<file path="src/rtl/uart_tx_arbiter.sv">
// -----------------------------------------------------------------------------
// uart_tx_arbiter
//
// Shares one UART transmit path among NUM_REQ byte producers using round-robin
// arbitration. uart_tx has no busy output, so this block paces its own start
// strobes with a frame timer. Under continuous requests, consecutive
// tx_data_valid strobes are exactly FRAME_CYCLES clocks apart.
//
// Ports:
//   clk            system clock
//   rst            asynchronous, active-high reset
//   req_valid      per-requester byte-pending flag (held until req_ready)
//   req_data       requester i's byte at bits [8i+7:8i]
//   req_ready      one-cycle, one-hot accept pulse
//   tx_data_valid  one-cycle start strobe to uart_tx
//   tx_data_in     byte to uart_tx, held until the next grant
//   grant_id       index of the last granted requester
//   busy           high while a frame is in flight (state != IDLE)
// -----------------------------------------------------------------------------
module uart_tx_arbiter #(
  parameter int NUM_REQ    = 4,
  parameter int BPS_PARA   = 1250,
  parameter int FRAME_BITS = 10,
  parameter int GAP_BITS   = 1
) (
  input  logic                 clk,
  input  logic                 rst,
  input  logic [NUM_REQ-1:0]   req_valid,
  input  logic [8*NUM_REQ-1:0] req_data,
  output logic [NUM_REQ-1:0]   req_ready,
  output logic                 tx_data_valid,
  output logic [7:0]           tx_data_in,
  output logic [2:0]           grant_id,
  output logic                 busy
);

  localparam int FRAME_CYCLES = BPS_PARA * (FRAME_BITS + GAP_BITS);
  localparam int CNT_W        = $clog2(FRAME_CYCLES);
  // The grant edge plus (FRAME_CYCLES-2)+1 WAIT edges plus one IDLE edge make
  // the strobe-to-strobe spacing exactly FRAME_CYCLES clocks.
  localparam logic [CNT_W-1:0] CNT_LOAD = CNT_W'(FRAME_CYCLES - 2);

  generate
    if (FRAME_CYCLES < 3) begin : g_bad_frame
      $error("uart_tx_arbiter: FRAME_CYCLES must be >= 3");
    end
    if (NUM_REQ < 2 || NUM_REQ > 8) begin : g_bad_num_req
      $error("uart_tx_arbiter: NUM_REQ must be in 2..8");
    end
  endgenerate

  typedef enum logic {S_IDLE, S_WAIT} state_t;

  state_t             r_state;
  logic [CNT_W-1:0]   r_cnt;
  logic [2:0]         r_ptr;
  logic [NUM_REQ-1:0] r_ready;
  logic               r_valid;
  logic [7:0]         r_data;
  logic [2:0]         r_gid;

  state_t             w_state_nxt;
  logic [CNT_W-1:0]   w_cnt_nxt;
  logic [2:0]         w_ptr_nxt;
  logic [NUM_REQ-1:0] w_ready_nxt;
  logic               w_valid_nxt;
  logic [7:0]         w_data_nxt;
  logic [2:0]         w_gid_nxt;

  logic               w_found;
  logic [2:0]         w_win;
  logic [7:0]         w_win_data;

  // Round-robin search: offset k from the pointer, first set request wins.
  // The inner loop over j keeps every bit/part select at a constant index.
  always_comb begin
    // NOTE: every output of a combinational block gets a default first, so no
    // path through the block can leave it unassigned and infer a latch.
    w_found    = 1'b0;
    w_win      = '0;
    w_win_data = '0;
    for (int k = 0; k < NUM_REQ; k++) begin
      for (int j = 0; j < NUM_REQ; j++) begin
        if (!w_found && req_valid[j] && (j == (int'(r_ptr) + k) % NUM_REQ)) begin
          w_found    = 1'b1;
          w_win      = 3'(j);
          w_win_data = req_data[8*j +: 8];
        end
      end
    end
  end

  // Next-state and next-output logic.
  always_comb begin
    w_state_nxt = r_state;
    w_cnt_nxt   = r_cnt;
    w_ptr_nxt   = r_ptr;
    w_ready_nxt = '0;
    w_valid_nxt = 1'b0;
    w_data_nxt  = r_data;
    w_gid_nxt   = r_gid;
    case (r_state)
      S_IDLE: begin
        if (w_found) begin
          w_state_nxt = S_WAIT;
          w_cnt_nxt   = CNT_LOAD;
          w_ptr_nxt   = (w_win == 3'(NUM_REQ - 1)) ? 3'd0 : w_win + 3'd1;
          w_valid_nxt = 1'b1;
          w_data_nxt  = w_win_data;
          w_gid_nxt   = w_win;
          for (int j = 0; j < NUM_REQ; j++) begin
            w_ready_nxt[j] = (w_win == 3'(j));
          end
        end
      end
      S_WAIT: begin
        // Requests are deliberately not sampled here.
        if (r_cnt == '0) begin
          w_state_nxt = S_IDLE;
        end else begin
          w_cnt_nxt = r_cnt - CNT_W'(1);
        end
      end
      default: w_state_nxt = S_IDLE;
    endcase
  end

  always_ff @(posedge clk or posedge rst) begin
    if (rst) begin
      r_state <= S_IDLE;
      r_cnt   <= '0;
      r_ptr   <= '0;
      r_ready <= '0;
      r_valid <= 1'b0;
      r_data  <= '0;
      r_gid   <= '0;
    end else begin
      // NOTE: state registers use non-blocking assignments so every register
      // samples the values from before the edge, independent of statement order.
      r_state <= w_state_nxt;
      r_cnt   <= w_cnt_nxt;
      r_ptr   <= w_ptr_nxt;
      r_ready <= w_ready_nxt;
      r_valid <= w_valid_nxt;
      r_data  <= w_data_nxt;
      r_gid   <= w_gid_nxt;
    end
  end

  assign req_ready     = r_ready;
  assign tx_data_valid = r_valid;
  assign tx_data_in    = r_data;
  assign grant_id      = r_gid;
  assign busy          = (r_state != S_IDLE);

endmodule

</file>
<file path="config.mk">
export PLATFORM = sky130hd
export DESIGN_NAME = uart_tx_arbiter
export DESIGN_NICKNAME = d
export VERILOG_FILES = /design/src/rtl/uart_tx_arbiter.sv
export SDC_FILE = /design/constraint.sdc
export NUM_CORES = 1
export LEC_CHECK = 0
export CORE_AREA = 2 2 110 112
export DETAILED_ROUTE_END_ITERATION = 16
export DIE_AREA = 0 0 112 114
export MAX_ROUTING_LAYER = met4
export PLACE_DENSITY_LB_ADDON = 0.12
export SKIP_LAST_GASP = 1
export SLEW_MARGIN = 20
export SYNTH_ARGS = -nofsm -noshare
export SYNTH_HDL_FRONTEND = slang
export SYNTH_SLANG_ARGS = --single-unit
</file>
<file path="constraint.sdc">
create_clock -name clk -period 2.4 [get_ports clk]
set_input_delay 0.6 -clock clk [delete_from_list [all_inputs] [get_ports clk]]
set_output_delay 0.6 -clock clk [all_outputs]
set_load 0.005 [all_outputs]
</file>
==> results of run 1 <==
## per-stage QoR
stage | setup slack [ns] | util | TNS [ns]
after floorplan | 0.280 | - | 0
after global placement | -0.372 | 0.335 | -3.56
after detailed placement | -0.330 | 0.335 | -3.53
after CTS | 0.0609 | 0.349 | 0
after global routing | -0.0112 | 0.354 | -0.0157
final | 0.0832 | 0.354 | 0
## power breakdown
| group | total (uW) | internal (uW) | leakage (uW) | switching [uW] |
|---|---|---|---|---|
| clock network | 743 | 489 | 0.0000808 | 255 |
| logic | 337 | 187 | 0.00118 | 150 |
| registers | 568 | 557 | 0.000365 | 11.0 |
## final timing paths
| check | slack, ns | from | to | cells past startpoint |
|---|---|---|---|---|
| setup reg to reg | 0.27 | r_ptr[0]$_DFFE_PP0P_ | tx_data_in[6]$_DFFE_PP0P_ | 6 |
| setup / recovery | 0.08 | req_valid[2] | tx_data_in[0]$_DFFE_PP0P_ | 9 |
| min in group asynchronous | 0.74 | rst | r_ptr[1]$_DFFE_PP0P_ | 3 |
| hold / removal | 0.49 | grant_id[1]$_DFFE_PP0P_ | grant_id[1]$_DFFE_PP0P_ | 2 |
| hold reg to reg | 0.49 | grant_id[1]$_DFFE_PP0P_ | grant_id[1]$_DFFE_PP0P_ | 2 |
| max in group asynchronous | 1.32 | rst | r_cnt[9]$_DFFE_PP0P_ | 3 |
## logic make-up (layout without fill, tap and decap cells)
family,count (synthesis),count (layout),synth area share
AOI/OAI and AO/OA,113,113,0.338
xor gates and xnor gates,7,7,0.0217
adders and majority gates,3,3,0.0133
buffers and inverters,39,142,0.0663
DFF,32,32,0.283
muxes,4,4,0.0150
other,1,1,0.00132
and+or+nand+nor,121,121,0.261
## worst min-delay path: cells and delay by family, from the launching register on
kind,cells,cell delay [ns]
flops,1,0.34
compound gates,1,0.06
simple gates,1,0.05
## cell type report
| class | instances | area share |
|---|---|---|
| timing repair buffer | 123 | 0.266 |
| multi-input combinational | 249 | 0.447 |
| sequential | 32 | 0.193 |
| tap | 147 | 0.0443 |
| clock inverter | 2 | 0.00844 |
| clock buffer | 6 | 0.0310 |
| inverter | 11 | 0.0105 |
## registers in the layout, summed over array words and instances (netlist names)
register	cells
r_cnt	14
tx_data_valid	1
req_ready	4
tx_data_in	8
busy	1
r_ptr	2
grant_id	2
## cells in the final DEF (no fill, tap or decap), drive strengths merged, types with 7 or more instances in the layout
cell type      instances
o21ai                 17
clkdlybuf4s50         52
nand2b                10
a31oi                  7
buf                   70
and2                   7
a21oi                  8
a221o                 13
nor4b                  7
o211ai                 7
dfrtp                 32
a221oi                16
nor2                  20
nand2                 19
inv                   11
o31ai                  7
nand3                 15
## repair_timing
| item | in CTS | in global routing |
|---|---|---|
| setup buffers | 0 | 4 |
| setup endpoints to repair | 7 | 7 |
| gates resized for setup | 1 | 9 |
| pin swaps | 0 | 3 |
| cloned | 0 | 1 |
## metal layers
layer	track usage	up-vias	share of wire
li1	-	1473	-
met1	0.234	1533	0.44
met2	0.304	118	0.48
met3	0.0287	16	0.060
met4	0.0553	0	0.021
met5	-	-	0
## Yosys cell counts (4+ instances only)
| cell type | number |
|---|---|
| nand2_1 | 18 |
| or4_1 | 4 |
| buf_2 | 12 |
| nand2b_1 | 10 |
| nor2b_1 | 5 |
| o31ai_2 | 6 |
| a21oi_1 | 7 |
| o211ai_1 | 7 |
| a222oi_1 | 6 |
| nor2_1 | 20 |
| a221oi_1 | 15 |
| a221o_1 | 7 |
| nor4b_2 | 6 |
| nor3_1 | 6 |
| and3_1 | 6 |
| o22a_1 | 6 |
| a31oi_1 | 7 |
| a221o_2 | 6 |
| and2_1 | 4 |
| dfrtp_1 | 32 |
| xor2_1 | 6 |
| clkbuf_1 | 10 |
| o21ai_0 | 17 |
| inv_1 | 10 |
| nor4_1 | 4 |
| nand3_1 | 15 |
| o32a_1 | 6 |
==> flow_metrics.py, run 1 <==
metrics = {
    "outcome": {
        "status": "finished, final reports clean",
    },
    "finish": {
        "regArea_sq_um": 801,
        "fin_cells": 570,
        "fin_area_sq_mm": 0.00415,
        "drive_above_1_share": 0.270,
        "area_delta_synth_final_pct": 46.7,
        "multiInputGateArea_sq_mm": 0.00185,
        "fin_nets": 463,
        "n_fill_cell": 1245,
        "num_antenna_cells": 0,
    },
    "global_route": {
        "grtUsageTotal": 0.184,
        "grt.overflow.total": 0,
        "grt_pass1_vias": 3152,
        "grt_pass1_wl_mm": 17.7,
        "antenna_found_initial": 0,
        "grt_max_degree": 33,
    },
    "synth": {
        "seq_area_frac_synth": 0.283,
        "synth-seq-cells": 32,
        "syn_inst": 320,
        "synth_cell_type_count": 68,
        "synthTopCellsByArea": "dfrtp_1, a221oi_1, nor4b_2",
        "syn_area_per_cell_sq_um": 8.84,
        "async_flop_share": 1.00,
        "synthesis.area_sq_mm": 0.00283,
        "synth_top_area_frac": 0.283,
        "synth_area_leader_cell": "dfrtp_1",
        "synth_edf_count": 0,
        "synth_fp_nets": 361,
        "synth_top_flop_cell": "dfrtp_1",
        "ys.warnings.count": 0,
    },
    "power": {
        "p_total_uw": 1650,
        "power_leakage_uw": 0.00162,
        "cellPowerDensity_mw_per_mm2": 397,
        "ir_drop_v": 0.000281,
    },
    "clocking": {
        "cts-root-buf": "clkbuf_16",
        "cts_num_sinks": 32,
        "cts.clk_slew.worst_paths_ns": 0.06,
        "clockBufferDepth": 2,
        "clk_latency_ns": 0.28,
        "h-tree-depth": 2,
        "cts_tree": "done",
        "cts_made_buffers": 5,
        "cts_hold_buf": 0,
    },
    "die": {
        "die_h_um": 114,
        "dieWidth_um": 112,
        "fp.dieArea_sq_mm": 0.0128,
        "num_rows": 40,
        "initial_utilization": 0.242,
        "pin_count": 55,
        "core_area_sq_mm": 0.0117,
    },
    "hold_path": {
        "hp-class": "reg -> reg",
    },
    "placement": {
        "routabilityCongestion": 0.902,
        "dpl.hpwl_mm": 8.14,
        "place_area_sq_mm": 0.00392,
        "placed_cells": 557,
        "io_buffers": 53,
    },
    "timing": {
        "final_hold_viol_count": 0,
        "fin_worst_skew_ns": 0.00756,
        "min_period_ns": 2.32,
        "final-max-slew-violation-count": 0,
        "whs_ns": 0.488,
        "fmax_ghz": 0.432,
        "maxSlewHeadroom": 0.647,
        "fin_crit_sh": 0.965,
        "finalSetupViolCount": 0,
        "tightest_slew_ns": 0.529,
    },
    "detailed_routing": {
        "drc_errors": 0,
        "viasPerCell": 5.51,
        "wl_per_cell_um": 20.1,
        "num_vias": 3140,
        "first_iter_violations": 411,
        "postRouteAntennaNets": 0,
        "wirelength_mm": 11.4,
        "dr.pass1.iters": 5,
    },
    "setup_path": {
        "cp.arrival_ns": 2.48,
        "worstPathRequired_ns": 2.56,
        "max_stage_delay_ns": 0.45,
        "cp_max_fo": 12,
        "worstPathCellList": "clkdlybuf4s50_1 > buf_4 > nor2b_1 > nor3_1 > buf_4 > buf_4 > a2bb2o_1 > o211ai_1 > nand3_1",
        "crit_family": "buffers and inverters",
        "cp_common_cell": "buf_4",
        "cp-start-kind": "input pin",
        "cp_slowest_cell": "clkdlybuf4s50_1",
        "end_kind": "flip-flop",
        "critPathKind": "in -> reg",
        "worst-path-buf-inv": 4,
    },
    "job": {
        "maxCapViolCount": 0,
    },
}
(Power assumes the default switching activity.)
==> run 2, diff against run 1 <==
Settings changed: CELL_PAD_IN_SITES_DETAIL_PLACEMENT set to 0, CELL_PAD_IN_SITES_GLOBAL_PLACEMENT set to 2, TNS_END_PERCENT set to 30.
==> run 2 against run 1 <==
Net effect:
- critical path depth is 2 lower
- final cell count grew 1.1%
- total power is 4.0% lower
- sequential power about the same
- first-iteration DRC count down 28%
- highest routed layer unchanged
- via count grew 1.5%
==> flow_metrics.py, run 2 (synthesis results as in run 1) <==
metrics = {
    "job": {
        "maxCapViolCount": 0,
    },
    "placement": {
        "dpl.hpwl_mm": 8.62,
        "routabilityCongestion": 0.902,
        "io_buffers": 53,
        "placed_cells": 569,
        "place_area_sq_mm": 0.00399,
    },
    "outcome": {
        "status": "finished, final reports clean",
    },
    "detailed_routing": {
        "drc_errors": 0,
        "viasPerCell": 5.53,
        "postRouteAntennaNets": 0,
        "num_vias": 3188,
        "dr.pass1.iters": 5,
        "wl_per_cell_um": 20.3,
        "wirelength_mm": 11.7,
        "first_iter_violations": 294,
    },
    "finish": {
        "layout_common_cells": "buf_4, clkdlybuf4s50_1, dfrtp_1",
        "n_fill_cell": 1260,
        "fin_area_sq_mm": 0.00415,
        "drive_above_1_share": 0.280,
        "fin_cells": 576,
        "final_common_cell": "buf_4",
        "num_antenna_cells": 0,
        "area_delta_synth_final_pct": 46.7,
        "fin_nets": 470,
        "largest_register": "r_cnt",
        "largest_register_ffs": 14,
    },
    "setup_path": {
        "critPathKind": "in -> reg",
        "crit_family": "compound AO/OA/AOI/OAI gates",
        "worst-path-buf-inv": 2,
        "max_stage_delay_ns": 0.57,
        "cp.arrival_ns": 2.55,
        "end_kind": "flip-flop",
        "worstPathRequired_ns": 2.59,
        "cp_max_fo": 8,
        "reg2reg_depth": 6,
        "worstPathCellList": "clkdlybuf4s50_1 > buf_4 > or4b_4 > a2bb2o_4 > a221o_2 > nor4b_4 > o31ai_2",
        "cp.depth": 7,
        "cp-start-kind": "input pin",
        "cp_slowest_cell": "or4b_4",
    },
    "clocking": {
        "h-tree-depth": 2,
        "cts_made_buffers": 5,
        "cts_tree": "done",
        "cts-root-buf": "clkbuf_16",
        "cts_num_sinks": 32,
        "clk_latency_ns": 0.27,
        "clockBufferDepth": 2,
        "cts.clk_slew.worst_paths_ns": 0.06,
    },
    "timing": {
        "final_hold_viol_count": 0,
        "finalSetupViolCount": 0,
        "rsz0062_at_grt": "true",
        "fin_crit_sh": 0.982,
        "min_period_ns": 2.36,
        "fin_worst_skew_ns": 0.00693,
        "fmax_ghz": 0.424,
        "final-max-slew-violation-count": 0,
    },
    "die": {
        "fp.dieArea_sq_mm": 0.0128,
        "initial_utilization": 0.242,
        "die_h_um": 114,
        "num_rows": 40,
        "pin_count": 55,
        "core_area_sq_mm": 0.0117,
        "dieWidth_um": 112,
    },
    "global_route": {
        "grt_pass1_vias": 3131,
        "antenna_found_initial": 0,
        "grtUsageTotal": 0.190,
        "grt_max_degree": 33,
        "grt_pass1_wl_mm": 18.3,
        "grt.overflow.total": 0,
    },
    "hold_path": {
        "worstHoldPathCells": 2,
        "hp-class": "reg -> reg",
    },
    "power": {
        "p_total_uw": 1580,
        "ir_drop_v": 0.000214,
        "cellPowerDensity_mw_per_mm2": 381,
        "power_leakage_uw": 0.00164,
    },
}
[run 2: cell count changes in the layout (fill, tap and decap cells not counted), moves of 2 or more]
cell / change
nor4b_2: -2
buf_12: -2
buf_4: +13
buf_6: -3
clkbuf_8: +2
[run 2: tightest hold or removal path, delay by kind of cell (launching register included)]
kind	cells	cell delay [ns]
AND/OR/NAND/NOR	1	0.04
flip-flops	1	0.34
AO/OA/AOI/OAI	1	0.06
[run 2: layer usage]
metal	up-vias	global-route usage	wire [um]
met3	24	0.0228	618
li1	1492	-	-
met1	1547	0.244	5080
met2	125	0.314	5710
met5	-	-	0
met4	0	0.0634	255
[run 2: per-stage QoR]
step	hold slack (ns)	util	TNS, ns	worst slack (ns)
finish	0.479	0.355	0	0.0422
global route	0.547	0.355	-0.0947	-0.0219
CTS	0.493	0.354	0	0.0271
detailed placement	0.482	0.341	-3.60	-0.318
global placement	0.465	0.341	-3.04	-0.281
floorplan	0.469	-	0	0.280
[run 2: final timing paths]
path	endpoint	from	slack [ns]
min	grant_id[1]$_DFFE_PP0P_	grant_id[1]$_DFFE_PP0P_	0.48
min reg2reg	grant_id[1]$_DFFE_PP0P_	grant_id[1]$_DFFE_PP0P_	0.48
max reg2reg	tx_data_in[5]$_DFFE_PP0P_	r_ptr[0]$_DFFE_PP0P_	0.27
max	tx_data_in[5]$_DFFE_PP0P_	req_valid[3]	0.04
max in group asynchronous	r_cnt[6]$_DFFE_PP0P_	rst	1.34
min in group asynchronous	r_cnt[5]$_DFFE_PP0P_	rst	0.73
[run 2: final cells by class]
class                      instances  area, sq um  share of cell area
clock buffer                       7          153              0.0368
multi-input combinational        249         1850               0.447
inverter                          11         41.3             0.00994
sequential                        32          801               0.193
timing repair buffer             130         1120               0.270
tap                              147          184              0.0443
[run 2: where the power goes]
group	switching [uW]	leakage, uW	internal (uW)	total [uW]
clock	241	0.0000760	436	677
sequential	12.5	0.000365	557	570
combinational	151	0.00120	185	336
[run 2: timing repair]
action | CTS | global route
gates resized for setup | 1 | 4
hold endpoints to repair | 0 | 0
pin swaps | 0 | 1
hold buffers | 0 | 0
setup buffers | 0 | 0
setup endpoints to repair | 7 | 10
